<file path="src/rtl/gray_code_counter.sv">
// rtl/gray_code_counter.sv - registered N-bit Gray-code up/down counter with binary load
//
// Purpose:
//   Keeps an internal binary count and presents its Gray encoding on a
//   registered output. Counted steps change exactly one bit of gray_value,
//   so a downstream Gray-to-binary stage can sample it safely.
//
// Ports:
//   clk          rising-edge clock for all state
//   rst          asynchronous active-high reset (clears count and pulses)
//   en           count enable, one step per clock when high
//   up_dn        step direction: 1 = increment, 0 = decrement
//   load         synchronous load strobe, wins over en
//   load_value   binary value taken by load
//   gray_value   registered Gray code of the binary count
//   gray_update  one-cycle pulse, gray_value was written at this edge
//   wrap         one-cycle pulse, a counted step crossed the 0 / 2^N-1 boundary

module gray_code_counter #(
  parameter int N = 4
) (
  input  logic         clk,
  input  logic         rst,
  input  logic         en,
  input  logic         up_dn,
  input  logic         load,
  input  logic [N-1:0] load_value,
  output logic [N-1:0] gray_value,
  output logic         gray_update,
  output logic         wrap
);

  localparam logic [N-1:0] step_one = N'(1);

  logic [N-1:0] bin_q;
  logic [N-1:0] bin_d;
  logic         wrap_d;
  logic         update_d;

  // Next-state: load beats en beats hold. A load never flags wrap, even if
  // the loaded value sits on the boundary.
  always_comb begin
    bin_d    = bin_q;
    wrap_d   = 1'b0;
    update_d = 1'b0;
    if (load) begin
      bin_d    = load_value;
      update_d = 1'b1;
    end else if (en) begin
      update_d = 1'b1;
      if (up_dn) begin
        bin_d  = bin_q + step_one;
        wrap_d = &bin_q;
      end else begin
        bin_d  = bin_q - step_one;
        wrap_d = ~|bin_q;
      end
    end
  end

  // Gray code is taken from the next binary value so that bin_q and
  // gray_value are updated on the same edge with no extra pipeline stage.
  always_ff @(posedge clk or posedge rst) begin
    if (rst) begin
      bin_q       <= '0;
      gray_value  <= '0;
      gray_update <= 1'b0;
      wrap        <= 1'b0;
    end else begin
      bin_q       <= bin_d;
      gray_value  <= bin_d ^ (bin_d >> 1);
      gray_update <= update_d;
      wrap        <= wrap_d;
    end
  end

endmodule
</file>
<file path="config.mk">
export PLATFORM = sky130hd
export DESIGN_NAME = gray_code_counter
export DESIGN_NICKNAME = d
export VERILOG_FILES = /design/src/rtl/gray_code_counter.sv
export SDC_FILE = /design/constraint.sdc
export NUM_CORES = 1
export LEC_CHECK = 0
export ABC_CLOCK_PERIOD_IN_PS = 1800
export BUFFER_PORTS_ARGS = -buffer_cell sky130_fd_sc_hd__buf_2
export CAP_MARGIN = 20
export CORE_AREA = 2 2 39 41
export DETAILED_ROUTE_END_ITERATION = 6
export DIE_AREA = 0 0 41 43
export GPL_TIMING_DRIVEN = 0
export PLACE_DENSITY = 0.69
export SETUP_SLACK_MARGIN = 0.5
export SYNTH_ARGS = -nofsm -noshare
export SYNTH_HDL_FRONTEND = slang
export SYNTH_SLANG_ARGS = --single-unit
</file>
<file path="constraint.sdc">
create_clock -name clk -period 1.8 [get_ports clk]
set_clock_uncertainty 0.2 [all_clocks]
set_input_delay 0.18 -clock clk [delete_from_list [all_inputs] [get_ports clk]]
set_output_delay 0.18 -clock clk [all_outputs]
set_load 0.05 [all_outputs]
</file>
==> results.cfg <==
[cells_and_area]
antenna_cells = 0
nets = 83
fillers = 128
finalNonFillerCells = 86
drive_gt1_frac = 0.5286
syn2layout_area_growth_pct = 53.35

[power]
vdd_drop_max_mv = 0.4557
leakage_nw = 0.3582
power.density_mw_per_mm2 = 1008

[timing]
max_freq_ghz = 0.5801
setup_viol = 0
worst_slew_pin_slew_ps = 337.8
fin_crit_sh = 0.9577
finalSetupTns_ps = 0
period_needed_ps = 1724
rsz0062_at_grt = yes
slew_headroom = 0.7746
timing.hold.ws_ps = 21.05
slew_viol_final = 0
finalHoldViolations = 0

[route]
viasPerCell = 4.721
vias = 406
initialDrtViolationCount = 6
drt_pass1_iterations = 4
routed_wl_um = 1018
drc_errors = 0
ant_nets = 0
wl_per_cell_um = 11.84

[logic_synthesis]
synth_area_per_cell_sq_um = 11.03
ys_seq_elements = 9
synth_area_sq_um = 485.5
synthCells = 44
synth.distinct_cells = 22
ys_seq_area_frac = 0.4639
yosys_warnings = 0
synth_fp_nets = 56

[global_route]
globalRouteTotalUtil = 0.1530
overflow = 0
grt_pass1_vias = 392
grt_max_degree = 10
grt_pass1_wl_um = 1656
antenna_found_initial = 0

[setup_path]
critical_path_class = reg2reg
r2r_start = bin_q[1]
startpoint = bin_q[1]
cp.arrival_ps = 1670
r2r_slack_ps = 80
end_kind = flop
reg2reg_depth = 6
critPathMaxFanout = 4
crit_end = gray_value[2]
start_kind = flop
cp.required_ps = 1740
r2r_end = gray_value[2]

[die]
fp.dieArea_sq_mm = 0.001763
io-pin-count = 15
rows = 14
initial_core_util = 0.3508
die_h_um = 43
die-width_um = 41
core_area_sq_mm = 0.001384

[clock_tree]
ctsLongestPathBuffers = 2
clock_latency_ps = 260
cts_max_level = 1
cts_buffers = 3
cts_tree = done
cts_root_buffer = clkbuf_4
clk_pin_slew_ps = 60
cts.sink_count = 9

[status]
status = finished, final reports clean

[place]
dp.cells = 73
globalplace.congestion = 0.7025
place.port_buffers = 13
dp.final_hpwl_um = 696.2

[min_path]
hold_class = in2reg

[flow_run]
drv_cap = 0
-- worst min path at each step --
stage / depth (start not counted) / to / slack (ps) / startpoint
floorplan: 1 / bin_q[0] / -190 / rst
global placement: 2 / gray_value[2] / -60 / rst
detailed placement: 2 / gray_value[1] / -50 / rst
CTS: 2 / gray_update / 20 / en
global route: 2 / gray_update / 20 / en
finish: 2 / gray_update / 20 / en
-- routing by layer --
layer / wire (um) / track usage / vias to the layer above
li1: - / - / 199
met1: 370 / 0.1523 / 187
met2: 557 / 0.2406 / 18
met3: 76 / 0.08377 / 2
met4: 14 / 0.08000 / 0
met5: 0 / 0 / -
-- layout by cell type (no fill, tap or decap), drive strengths merged, types with 2 or more instances in the layout --
| master | synthesis | routed |
|---|---|---|
| and3 | 2 | 2 |
| clkbuf | 0 | 4 |
| inv | 4 | 4 |
| dfrtp | 9 | 9 |
| nand2 | 3 | 3 |
| xor2 | 2 | 2 |
| a21oi | 2 | 2 |
| xnor2 | 5 | 5 |
| dlygate4sd3 | 0 | 4 |
| o21ai | 4 | 4 |
| buf | 2 | 20 |
| ha | 2 | 2 |
-- cell families after synthesis --
group | share of synthesized area
simple gates | 0.09535
buf+inv | 0.06184
mux | 0.02062
flops | 0.4639
xor+xnor | 0.1418
fa+ha+maj | 0.09278
compound gates | 0.1237
-- cell usage after synthesis, drive strengths merged --
library cell / n / area (sq um)
inv: 4 / 15.01
nand2: 3 / 11.26
a21oi: 2 / 13.76
mux2i: 1 / 10.01
and3: 2 / 12.51
ha: 2 / 25.02
fa: 1 / 20.02
or2: 1 / 6.260
a31oi: 1 / 12.51
nor2: 1 / 3.750
a21o: 1 / 7.510
xnor2: 5 / 43.79
xor2: 2 / 25.03
buf: 2 / 15.01
o21ai: 4 / 20.01
or4: 1 / 7.510
o22ai: 1 / 6.260
dfrtp: 9 / 225.2
nand3: 1 / 5.000
-- repair_timing --
action / CTS / global route
hold buffers: 4 / 0
buffers inserted: 4 / 1
pin swaps: 8 / 10
endpoints found under the setup margin: 8 / 9
endpoints found under the hold margin: 12 / 0
resized for setup: 8 / 7
-- per-stage QoR --
step / cell area (sq um) / total power [mW] / worst slack [ps] / util
finish: 744.5 / 0.7504 / 76.08 / 0.5380
global route: 744.5 / 0.8095 / -9.154 / 0.5380
CTS: 703.2 / 0.7252 / -16.79 / 0.5081
detailed placement: 580.6 / 0.5266 / -21.56 / 0.4195
global placement: 580.6 / 0.5162 / 21.22 / 0.4195
floorplan: 495.5 / 0.4660 / 116.6 / -
-- worst max-delay path: stages (launching register included) --
cell     delay, ps
dfrtp_2        440
ha_4           220
a21o_1         160
a21oi_2        180
xnor2_2        130
a31oi_2        120
xor2_1         160
-- flip-flops by register name (all words and copies together), names as in the netlist --
signal       count
bin_q            4
gray_update      1
gray_value       3
wrap             1
-- report_power, final --
part / internal, mW / switching, mW / total [mW] / leakage (nW)
logic: 0.140 / 0.188 / 0.328 / 0.240
registers: 0.238 / 0.0258 / 0.264 / 0.103
clock network: 0.0856 / 0.0731 / 0.159 / 0.0150
-- area by class of cell --
class	count	area (sq um)	area share
Multi-Input combinational cell	29	271.5	0.3647
Buffer	2	18.77	0.02521
Tap cell	16	20.02	0.02689
Timing Repair Buffer	22	163.9	0.2202
Inverter	4	15.01	0.02017
Sequential cell	9	229.0	0.3076
Clock buffer	4	26.28	0.03529
No activity file was read; power rests on OpenSTA's default activity.
